File: src/rtl/spi_edge_shift_if.sv
// Bundle between the edge FSM/test side and the SPI shift stage.
// Latency: none (wires only).
// Backpressure: none; the FSM paces frames with Reg_Rst and watches EdgDone.
// Ports (slave view): Reg_Rst/AMP_ADC/SPI_CLK/gain/MISO in; EdgDone/MOSI/AMP_CS,
// adc_ch0/adc_ch1/data_valid out.
interface spi_edge_shift_if #(
    parameter int ADC_BITS = 14
);
    logic                Reg_Rst;
    logic                AMP_ADC;
    logic                SPI_CLK;
    logic [7:0]          gain;
    logic                MISO;
    logic                EdgDone;
    logic                MOSI;
    logic                AMP_CS;
    logic [ADC_BITS-1:0] adc_ch0;
    logic [ADC_BITS-1:0] adc_ch1;
    logic                data_valid;

    modport master (
        output Reg_Rst, AMP_ADC, SPI_CLK, gain, MISO,
        input  EdgDone, MOSI, AMP_CS, adc_ch0, adc_ch1, data_valid
    );

    modport slave (
        input  Reg_Rst, AMP_ADC, SPI_CLK, gain, MISO,
        output EdgDone, MOSI, AMP_CS, adc_ch0, adc_ch1, data_valid
    );
endinterface

File: src/rtl/spi_edge_shift.sv
// SPI datapath for the edge FSM: shifts an 8-bit amp gain out, or reads a 2x14-bit ADC frame.
// Latency: SPI_CLK edges act 1 clk after they occur; EdgDone/data_valid assert in the clk the last rise is processed.
// Backpressure: none; Reg_Rst (re)starts a frame at any time, EdgDone holds until the next Reg_Rst.
// Ports: clk, rst (async active-low), bus (slave modport of spi_edge_shift_if).
module spi_edge_shift #(
    parameter int AMP_BITS  = 8,
    parameter int ADC_FRAME = 34,
    parameter int ADC_BITS  = 14
) (
    input  logic             clk,
    input  logic             rst,
    spi_edge_shift_if.slave  bus
);
    typedef enum logic [1:0] {IDLE, SHIFT, DONE} state_t;

    localparam logic [5:0] AMP_END   = 6'(AMP_BITS);
    localparam logic [5:0] FRAME_END = 6'(ADC_FRAME);
    // Rise numbers that complete each channel sample (MSB-first).
    localparam logic [5:0] CH0_K     = 6'(2 + ADC_BITS);
    localparam logic [5:0] CH1_K     = 6'(4 + 2 * ADC_BITS);

    state_t              state, state_nxt;
    logic                sclk_q;
    logic                rise, fall;
    logic                mode;
    logic [5:0]          cnt, cnt_inc;
    logic [7:0]          tx_sr;
    logic [ADC_BITS-1:0] rx_sr, rx_nxt;
    logic [ADC_BITS-1:0] ch0_hold, ch1_hold;
    logic [ADC_BITS-1:0] ch0_q, ch1_q;
    logic                edg_done_q, cs_q, dv_q;
    logic                start, do_rise, do_fall, frame_end;

    assign rise    = bus.SPI_CLK & ~sclk_q;
    assign fall    = ~bus.SPI_CLK & sclk_q;
    assign start   = bus.Reg_Rst;
    // Counter saturates at the ADC frame length rather than wrapping.
    assign cnt_inc = (cnt == FRAME_END) ? cnt : cnt + 6'd1;
    assign rx_nxt  = {rx_sr[ADC_BITS-2:0], bus.MISO};

    // State register
    always_ff @(posedge clk or negedge rst) begin
        if (!rst) state <= IDLE;
        else      state <= state_nxt;
    end

    // Next-state logic; Reg_Rst overrides everything, including a coincident edge.
    always_comb begin
        state_nxt = state;
        if (start) begin
            state_nxt = SHIFT;
        end else if (state == SHIFT && rise &&
                     cnt_inc == (mode ? AMP_END : FRAME_END)) begin
            state_nxt = DONE;
        end
    end

    // Control strobes for the datapath.
    always_comb begin
        do_rise   = 1'b0;
        do_fall   = 1'b0;
        frame_end = 1'b0;
        if (!start && state == SHIFT) begin
            do_rise   = rise;
            // A fall ahead of the first rise would lose gain[7] before it is sampled.
            do_fall   = fall && mode && (cnt != 6'd0);
            frame_end = rise && (state_nxt == DONE);
        end
    end

    // Datapath
    always_ff @(posedge clk or negedge rst) begin
        if (!rst) begin
            sclk_q     <= 1'b0;
            mode       <= 1'b1;
            cnt        <= '0;
            tx_sr      <= '0;
            rx_sr      <= '0;
            ch0_hold   <= '0;
            ch1_hold   <= '0;
            ch0_q      <= '0;
            ch1_q      <= '0;
            edg_done_q <= 1'b0;
            cs_q       <= 1'b1;
            dv_q       <= 1'b0;
        end else begin
            sclk_q <= bus.SPI_CLK;
            dv_q   <= 1'b0;
            if (start) begin
                cnt        <= '0;
                mode       <= bus.AMP_ADC;
                edg_done_q <= 1'b0;
                rx_sr      <= '0;
                if (bus.AMP_ADC) begin
                    tx_sr <= bus.gain;
                    cs_q  <= 1'b0;
                end else begin
                    tx_sr <= '0;
                    cs_q  <= 1'b1;
                end
            end else begin
                if (do_rise) begin
                    cnt <= cnt_inc;
                    if (!mode) begin
                        rx_sr <= rx_nxt;
                        if (cnt_inc == CH0_K) ch0_hold <= rx_nxt;
                        if (cnt_inc == CH1_K) ch1_hold <= rx_nxt;
                    end
                end
                if (do_fall) begin
                    tx_sr <= {tx_sr[6:0], 1'b0};
                end
                if (frame_end) begin
                    edg_done_q <= 1'b1;
                    if (mode) begin
                        cs_q <= 1'b1;
                    end else begin
                        // Bypass the holding registers if a channel ends on the last rise.
                        ch0_q <= (CH0_K == FRAME_END) ? rx_nxt : ch0_hold;
                        ch1_q <= (CH1_K == FRAME_END) ? rx_nxt : ch1_hold;
                        dv_q  <= 1'b1;
                    end
                end
            end
        end
    end

    // MOSI is the live MSB of tx_sr; tx_sr is zero in ADC mode and after reset.
    assign bus.MOSI       = tx_sr[7];
    assign bus.AMP_CS     = cs_q;
    assign bus.EdgDone    = edg_done_q;
    assign bus.adc_ch0    = ch0_q;
    assign bus.adc_ch1    = ch1_q;
    assign bus.data_valid = dv_q;
endmodule

File: src/flat_wrapper.sv
// flat-port wrapper written by rule: the top's interface ports become plain ports
module spi_edge_shift_flat 
#(
    parameter int AMP_BITS  = 8,
    parameter int ADC_FRAME = 34,
    parameter int ADC_BITS  = 14
)
  (clk, rst, bus_Reg_Rst, bus_AMP_ADC, bus_SPI_CLK, bus_gain, bus_MISO, bus_EdgDone, bus_MOSI, bus_AMP_CS, bus_adc_ch0, bus_adc_ch1, bus_data_valid);
  spi_edge_shift_if #(.ADC_BITS(ADC_BITS)) bus_i ();
  input  logic clk;
  input  logic rst;
  input wire logic [$bits(bus_i.Reg_Rst)-1:0] bus_Reg_Rst;
  input wire logic [$bits(bus_i.AMP_ADC)-1:0] bus_AMP_ADC;
  input wire logic [$bits(bus_i.SPI_CLK)-1:0] bus_SPI_CLK;
  input wire logic [$bits(bus_i.gain)-1:0] bus_gain;
  input wire logic [$bits(bus_i.MISO)-1:0] bus_MISO;
  output wire logic [$bits(bus_i.EdgDone)-1:0] bus_EdgDone;
  output wire logic [$bits(bus_i.MOSI)-1:0] bus_MOSI;
  output wire logic [$bits(bus_i.AMP_CS)-1:0] bus_AMP_CS;
  output wire logic [$bits(bus_i.adc_ch0)-1:0] bus_adc_ch0;
  output wire logic [$bits(bus_i.adc_ch1)-1:0] bus_adc_ch1;
  output wire logic [$bits(bus_i.data_valid)-1:0] bus_data_valid;
  assign bus_i.Reg_Rst = bus_Reg_Rst;
  assign bus_i.AMP_ADC = bus_AMP_ADC;
  assign bus_i.SPI_CLK = bus_SPI_CLK;
  assign bus_i.gain = bus_gain;
  assign bus_i.MISO = bus_MISO;
  assign bus_EdgDone = bus_i.EdgDone;
  assign bus_MOSI = bus_i.MOSI;
  assign bus_AMP_CS = bus_i.AMP_CS;
  assign bus_adc_ch0 = bus_i.adc_ch0;
  assign bus_adc_ch1 = bus_i.adc_ch1;
  assign bus_data_valid = bus_i.data_valid;
  spi_edge_shift #(.AMP_BITS(AMP_BITS), .ADC_FRAME(ADC_FRAME), .ADC_BITS(ADC_BITS)) u_core (.clk(clk), .rst(rst), .bus(bus_i));
endmodule
File: config.mk
export PLATFORM = sky130hd
export DESIGN_NAME = spi_edge_shift_flat
export DESIGN_NICKNAME = d
export VERILOG_FILES = /design/src/rtl/spi_edge_shift_if.sv /design/src/rtl/spi_edge_shift.sv /design/src/flat_wrapper.sv
export SDC_FILE = /design/constraint.sdc
export NUM_CORES = 1
export LEC_CHECK = 0
export CELL_PAD_IN_SITES_DETAIL_PLACEMENT = 1
export CELL_PAD_IN_SITES_GLOBAL_PLACEMENT = 2
export CORE_MARGIN = 2
export CORE_UTILIZATION = 39
export DETAILED_ROUTE_END_ITERATION = 16
export GPL_TIMING_DRIVEN = 0
export PLACE_DENSITY_LB_ADDON = 0.12
export SLEW_MARGIN = 20
export SYNTH_ARGS = -nofsm -noshare
export SYNTH_HDL_FRONTEND = slang
export SYNTH_SLANG_ARGS = --single-unit
export TNS_END_PERCENT = 50
File: constraint.sdc
create_clock -name clk -period 3.4 [get_ports clk]
set_input_delay 0.34 -clock clk [delete_from_list [all_inputs] [get_ports clk]]
set_output_delay 0.34 -clock clk [all_outputs]
set_load 0.02 [all_outputs]
==> results of run 1 <==
## layer usage
metal	up-vias	track usage
li1	1102	-
met1	1178	0.204
met2	36	0.240
met3	8	0.0308
met5	-	0
met4	0	0.0579
## worst register-to-register path, delay by kind of cell, from the launching register on
| kind | cells | cell delay (ns) |
|---|---|---|
| buffers and inverters | 3 | 0.47 |
| adders and majority gates | 1 | 0.20 |
| AOI/OAI and AO/OA | 1 | 0.29 |
| and+or+nand+nor | 3 | 0.73 |
| muxes | 1 | 0.34 |
| DFF | 1 | 0.44 |
## per-stage QoR
stage | instance area, um2 | std cells | setup TNS [ns] | total power (uW) | utilization
2_1_floorplan | 3880 | 276 | 0 | 1180 | -
3_3_place_gp | 4500 | 454 | -120.51 | 1240 | 0.463
3_5_place_dp | 4530 | 455 | 0 | 1250 | 0.466
4_1_cts | 4750 | 472 | 0 | 2030 | 0.488
5_1_grt | 4750 | 472 | 0 | 2100 | 0.488
6_report | 4750 | 472 | 0 | 2000 | 0.488
## power groups by stage
stage               registers (uW)  clock network [uW]  logic [uW]
floorplan                     1120                   0        56.0
global placement              1120                   0         117
detailed placement            1120                   0         124
CTS                           1100                 797         125
global route                  1110                 851         137
finish                        1100                 772         121
## state kept, by name, summed over array words and instances (netlist names)
signal	count
u_core.ch0_hold	14
u_core.bus.EdgDone	1
u_core.bus.AMP_CS	1
u_core.bus.adc_ch1	14
u_core.bus.data_valid	1
u_core.mode	1
u_core.state	2
u_core.bus.adc_ch0	14
u_core.cnt	6
u_core.rx_sr	13
u_core.sclk_q	1
u_core.ch1_hold	14
u_core.tx_sr	8
## placed cells by master, fill, tap and decap left out, drive strengths merged, types with 2 or more instances in the layout
cell type and count:
dfrtp 88, mux2 57, clkdlybuf4s50 44, nor2 19, a21oi 17, clkbuf 15
a22o 14, buf 11, inv 9, nor2b 7, xnor2 6, nand2 5
ha 4, o21ai 3, nand3 2, and4b 2, nor3b 2, and3 2
nand4bb 2, or3 2, nor3 2, xor2 2, nand3b 2, nor4bb 2
dfstp 2, nor4 2, clkinv 2
## final timing paths
path / end / depth (start not counted) / slack [ns]
max in group asynchronous: u_core.mode / 3 / 2.40
min: u_core.bus.adc_ch1[11] / 2 / 0.37
max: u_core.bus.adc_ch1[1] / 9 / 0.82
min reg2reg: u_core.bus.adc_ch0[8] / 1 / 0.49
min in group clk: u_core.bus.adc_ch0[8] / 1 / 0.49
max reg2reg: u_core.bus.adc_ch1[1] / 9 / 0.82
## area by class of cell
cell class,instances,area [um2],area share
tap,133,166,0.0351
multi-input combinational,166,1500,0.315
timing repair buffer,47,489,0.103
buffer,14,111,0.0235
clock buffer,10,138,0.0290
sequential,90,2250,0.475
inverter,6,22.5,0.00474
clock inverter,6,70.1,0.0148
## kinds of logic (layout without fill, tap and decap cells)
group	Yosys count	count (layout)	share of synthesized area
buffers and inverters	20	83	0.0345
AND/OR/NAND/NOR	55	55	0.0944
AO/OA/AOI/OAI	42	42	0.0751
flip-flops	90	90	0.581
XOR/XNOR	8	8	0.0180
adder cells (fa/ha/maj)	4	4	0.0129
multiplexers	57	57	0.185
## timing repair
| action | 4_1_cts | 5_1_grt |
|---|---|---|
| gates resized for setup | 0 | 0 |
| hold buffers | 1 | 0 |
| hold endpoints to repair | 16 | 0 |
==> metrics, run 1 <==
mean area per synthesized cell=14.1 um2; Placer Congestion=0.751; synth-to-layout area growth=22.2%; Final period util=0.758; status=finished clean; Post-synth top cells=dfrtp_1, mux2_2, mux2_4; Clock Power Share=0.387; Post-DRT Antenna Nets=0; worst-skew pair later-pin latency=0.37 ns; fill count=1016; Global Route Usage Sum=0.151; maximum VDD drop=181 uV; Worst Setup Start Kind=flip-flop; min cycle time layout=2.58 ns; Num CTS Buffers=9; hold slack=0.365 ns; PortBufs=45; setup slack after layout=0.823 ns; FFs w/ async S/R, synth=1.00; Least-Margin Pin Slew=0.989 ns; pin count of the biggest net entering global routing=75; Synth warnings=0; post-synth cell types=43; fin. max-slew vios=0; clk buf depth=2; Worst Path Buf+Inv=3; Starting Density=0.399; highest routing layer actually used=met4; cell taking the most area after synthesis=dfrtp_1; Worst Path Arrival=2.82 ns; most common cell in the netlist=dfrtp_1; # DRC=0; Synth Cell Area=3880 um2; top post-synthesis cells by area=dfrtp_1, mux2_2, mux2_4; Worst setup EP type=flip-flop; cell leakage power=0.00222 uW; H-tree levels=3; clk root buf=clkbuf_8; Post-Syn Nets=294; # clock sinks=90; Yosys reg bits=90; met2 wire len=3530 um; CP Cell Sequence=inv_1, ha_1, nand4bb_4, or3_1, a211oi_2, and4_1, buf_6, buf_12, mux2_2; Int Pwr=1510 uW; Seq pwr share=0.553; number of synthesized flops with an enable pin=0; Top FF cell, synth=dfrtp_1; routed length on met3=204 um; dpl ws=0.621 ns; first-pass GRT wire length=12900 um; IO Pins=46; hpwl dp=5120 um; Hold WC Path Type=input pin to async pin; Setup violations, final=0; Worst Path Max Fanout=10; via count=2324; setup repair after global routing missed its margin=false; Critical-path top delay cell=dfrtp_1; Psw=486 uW; Site Rows=36; antenna violations before repair=0; CP delay by family, top=simple AND/OR/NAND/NOR gates; Post-Route WL=7360 um; share of cells above drive strength 1=0.268; die area=10800 um2; Comb power frac=0.060; final net count=352; # diodes=0; Worst path max stage delay=0.44 ns; MaxCap Viol Count=0; Iter 0 DRT Violations=42; number of global-route vias before repair=2482; vias per cell=4.92; post-CTS setup buffers=0; Synth top area share=0.567; GR Overflow Total=0; die extent in y=104 um; Crit. Startpoint=u_core.cnt[0]; sw frac=0.244; die width=104 um; slew margin rel.=0.332; final hold viol count=0; register clock-pin slew on the reported worst setup and hold paths=0.10 ns; reg-to-reg startpoint=u_core.cnt[0]; register area share after synthesis=0.581; crit path kind=flip-flop to flip-flop; wire per inst=15.6 um; P per Cell Area=420 nW/um2; M1 WL=3510 um; fmax=0.388 GHz; First-pass DRT Iterations=4; Core Area=9730 um2; worst endpoint required time=3.65 ns; Post-Syn Instances=276; Final Skew=0.0162 ns; CTS tree=yes
Note: power is estimated with default switching activity, not from simulation.
==> run 2, diff against run 1 <==
- CORE_UTILIZATION: 39 -> 35
- clock period: 3.4 -> 2.1 ns (I/O delays scaled with it)
==> metrics, run 2 (synthesized netlist as in run 1, its figures left out) <==
Placer Congestion=0.741; PortBufs=45; CP Capture Point=u_core.bus.adc_ch0[0]; Hold WC Path Type=input pin to async pin; failing checks=setup timing; Site Rows=38; setup slack after layout=-0.267 ns; Int Pwr=2310 uW; P per Cell Area=619 nW/um2; slew margin rel.=0.569; Post-DRT Antenna Nets=0; # DRC=0; Least-Margin Pin Slew=0.638 ns; clk buf depth=2; GR Overflow Total=0; leading cell types in the layout, fill and taps excluded=dfrtp_1, clkdlybuf4s50_1, mux2_4; Psw=820 uW; multi-input logic area=1680 um2; worst endpoint required time=2.35 ns; H-tree levels=3; setup repair after global routing missed its margin=true; final net count=366; Setup violations, final=52; fmax=0.423 GHz; fin. max-slew vios=0; Post-Route WL=8010 um; Finished Layout Cells=493; Iter 0 DRT Violations=70; antenna violations before repair=0; hold slack=0.249 ns; reg-to-reg startpoint=u_core.cnt[0]; Worst Path Arrival=2.61 ns; Worst setup EP type=flip-flop; Reg2Reg Setup Slack=-0.27 ns; placed insts=462; Crit. Startpoint=u_core.cnt[0]; Util after Layout=0.467; worst r2r dst=u_core.bus.adc_ch0[0]; Worst Setup Start Kind=flip-flop; most common cell after layout, fill and taps aside=dfrtp_1; CTS tree=yes; Core Area=10800 um2; wire per inst=16.2 um; die extent in y=109 um; Starting Density=0.358; # clock sinks=90; Seq pwr share=0.570; status=finished with violations; Final period util=1.13; number of global-route vias before repair=2521; pin count of the biggest net entering global routing=74; Num CTS Buffers=9; reg2reg path depth=9; Reg area=2260 um2; synth-to-layout area growth=30.4%; Clock Power Share=0.360; via count=2401; first-pass GRT wire length=13100 um; worst-skew pair later-pin latency=0.36 ns; die area=12000 um2; die width=109 um; hpwl dp=5150 um; First-pass DRT Iterations=4; sw frac=0.262; Total Neg Setup Slack=-9.88 ns; Final Skew=0.00954 ns; fill count=1120; register clock-pin slew on the reported worst setup and hold paths=0.10 ns; crit path kind=flip-flop to flip-flop; Comb power frac=0.070; maximum VDD drop=297 uV; dpl ws=-0.537 ns; clk root buf=clkbuf_8; final hold viol count=0; # diodes=0; vias per cell=4.87; min cycle time layout=2.37 ns; Global Route Usage Sum=0.145; cell leakage power=0.00238 uW; IO Pins=46; MaxCap Viol Count=0; share of cells above drive strength 1=0.346; Worst Path Max Fanout=10
## run 2: changes by cell type in the layout (fill, tap and decap cells not counted), moves of 3 or more
cell     previous run  this run
xnor2_1             6         3
buf_4               0        11
mux2_4             20        36
mux2_2             35        19
xnor2_2             0         3
## run 2: critical path: stages, from the launching register on
cell and delay (ns):
dfrtp_2 0.44, inv_4 0.08, ha_4 0.14, nand4bb_4 0.12
or3_4 0.36, a211oi_4 0.26, and4_1 0.24, buf_6 0.15
buf_12 0.15, mux2_2 0.33
## run 2: metrics by stage
step	area (um2)	total power (uW)
final	5060	3130
after global placement	4520	2020
after detailed placement	4550	2030
after global routing	5060	3300
after floorplan	3900	1910
after CTS	4890	3190
## run 2: repair_timing
item                       CTS  global route
gates cloned                 0             1
setup buffers                7             6
setup endpoints to repair   56            62
hold buffers                 1             0
resized for setup           19            20
hold endpoints to repair    39             0
pin swaps                    2             5
## run 2: per-layer routing
layer | track usage | wire length [um] | up-vias | share of wire
li1 | - | - | 1129 | -
met1 | 0.204 | 3930 | 1230 | 0.49
met2 | 0.223 | 3760 | 35 | 0.47
met3 | 0.0338 | 218 | 7 | 0.027
met4 | 0.0488 | 100 | 0 | 0.012
met5 | 0 | 0 | - | 0
## run 2: layout make-up
class,instances,share of cell area
Buffer,14,0.0237
Clock buffer,9,0.0245
Clock inverter,7,0.0119
Inverter,6,0.00494
Multi-Input combinational cell,166,0.331
Sequential cell,90,0.446
Tap cell,140,0.0346
Timing Repair Buffer,61,0.124
## run 2: how the worst min path moves through the flow
stage	startpoint	endpoint	cells past startpoint
2_1_floorplan	rst	u_core.bus.EdgDone	0
3_3_place_gp	u_core.bus.adc_ch1[7]	u_core.bus.adc_ch1[7]	1
3_5_place_dp	rst	u_core.bus.adc_ch0[10]	1
4_1_cts	rst	u_core.bus.adc_ch1[11]	2
5_1_grt	rst	u_core.bus.adc_ch1[11]	2
6_report	rst	u_core.bus.adc_ch1[11]	2
## run 2: power by group through the flow
stage	registers [uW]	clock network, uW	logic (uW)
global placement	1820	0	194
detailed placement	1820	0	204
finish	1790	1130	218
global route	1800	1260	247
floorplan	1820	0	92.0
CTS	1790	1190	214
==> run 3, diff against run 2 <==
- RECOVER_POWER: default -> 25
==> metrics, run 3 (synthesized netlist as in run 1, its figures left out) <==
Worst Path Arrival=2.61 ns; final net count=366; worst endpoint required time=2.35 ns; Least-Margin Pin Slew=1.01 ns; worst-skew pair later-pin latency=0.36 ns; min cycle time layout=2.37 ns; pin count of the biggest net entering global routing=74; PortBufs=45; IO Pins=46; P per Cell Area=620 nW/um2; CP delay by family, top=simple AND/OR/NAND/NOR gates; hold slack=0.429 ns; Worst setup EP type=flip-flop; register clock-pin slew on the reported worst setup and hold paths=0.09 ns; via count=2401; Hold WC Path Type=input pin to flip-flop; Worst Hold End=u_core.tx_sr[0]; wire per inst=16.2 um; status=finished with violations; worst r2r dst=u_core.bus.adc_ch0[0]; Worst Path Max Fanout=10; clk buf depth=2; Placer Congestion=0.741; vias per cell=4.87; # diodes=0; Reg area=2260 um2; number of global-route vias before repair=2521; setup slack after layout=-0.267 ns; most common cell after layout, fill and taps aside=dfrtp_1; Worst Path Buf+Inv=3; First-pass DRT Iterations=4; synth-to-layout area growth=29.8%; final hold viol count=0; first-pass GRT wire length=13100 um; # clock sinks=90; Reg2Reg Setup Slack=-0.27 ns; multi-input logic area=1680 um2; MaxCap Viol Count=0; slew margin rel.=0.329; Worst path max stage delay=0.44 ns; reg-to-reg startpoint=u_core.cnt[0]; H-tree levels=3; antenna violations before repair=0; Hold Startpoint=bus_gain[0]; Final Skew=0.00954 ns; Num CTS Buffers=9; Starting Density=0.358; failing checks=setup timing; share of cells above drive strength 1=0.343; reg2reg path depth=9; Worst Hold Depth=3; Site Rows=38; fill count=1123; hpwl dp=5150 um; die area=12000 um2; leading cell types in the layout, fill and taps excluded=dfrtp_1, clkdlybuf4s50_1, mux2_4; Setup violations, final=52; Core Area=10800 um2; Critical-path top delay cell=dfrtp_2; Worst Setup Start Kind=flip-flop; Final period util=1.13; cell leakage power=0.00237 uW; fmax=0.423 GHz; setup repair after global routing missed its margin=true; dpl ws=-0.537 ns; Post-Route WL=8010 um; # DRC=0; GR Overflow Total=0; clk root buf=clkbuf_8; die extent in y=109 um; CTS tree=yes; Iter 0 DRT Violations=70; Global Route Usage Sum=0.145; maximum VDD drop=297 uV; fin. max-slew vios=0; Post-DRT Antenna Nets=0; crit path kind=flip-flop to flip-flop; CP Cell Sequence=inv_4, ha_4, nand4bb_4, or3_4, a211oi_4, and4_1, buf_6, buf_12, mux2_2; die width=109 um
-- run 3: cell count changes in the layout (fill, tap and decap cells not counted) --
cell	before	now
buf_16	1	0
clkbuf_1	5	6
-- run 3: stage by stage --
step                instances  cell area (um2)  utilization  power [uW]  setup TNS, ns
floorplan                 276             3900            -        1910          -3.60
global placement          461             4520        0.417        2020        -260.11
detailed placement        462             4550        0.420        2030         -26.90
CTS                       486             4890        0.451        3190         -12.06
global route              493             5040        0.465        3300         -14.59
finish                    493             5040        0.465        3130          -9.88
-- run 3: what timing repair did --
action	4_1_cts	5_1_grt
hold endpoints to repair	39	0
cloned	0	1
setup endpoints to repair	56	62
pin swaps	2	5
hold buffers	1	0
setup buffers	7	6
resized for setup	19	20
-- run 3: worst max-delay path by stage --
stage / startpoint / endpoint / slack (ns) / cells after the start
after floorplan: u_core.cnt[0] / u_core.bus.adc_ch0[0] / -0.16 / 9
after global placement: rst / u_core.tx_sr[6] / -2.64 / 1
after detailed placement: bus_SPI_CLK / u_core.ch0_hold[6] / -0.54 / 7
after CTS: u_core.cnt[0] / u_core.bus.adc_ch0[0] / -0.28 / 9
after global routing: u_core.cnt[0] / u_core.bus.adc_ch0[0] / -0.35 / 9
final: u_core.cnt[0] / u_core.bus.adc_ch0[0] / -0.27 / 9
-- run 3: per-layer routing --
layer  track usage  part of all wire  vias to the layer above
met5             0                 0                        -
met4        0.0488             0.012                        0
met3        0.0338             0.027                        7
met2         0.223              0.47                       35
met1         0.204              0.49                     1230
li1              -                 -                     1129
-- run 3: worst min-delay path, cell delays in order --
cell and delay [ns]:
clkdlybuf4s50_1 0.40, nand2_1 0.05, o21ai_0 0.07
-- run 3: layout make-up --
type,count,area share
multi-input combinational,166,0.332
clock buffer,9,0.0246
tap,140,0.0347
clock inverter,7,0.0119
sequential,90,0.448
inverter,6,0.00496
buffer,14,0.0238
timing repair buffer,61,0.120
-- run 3: report_power, final --
group          total (uW)  switching, uW  internal [uW]
combinational         212            121           90.8
sequential           1790           23.3           1760
clock                1130            675            453
total                3130            819           2310
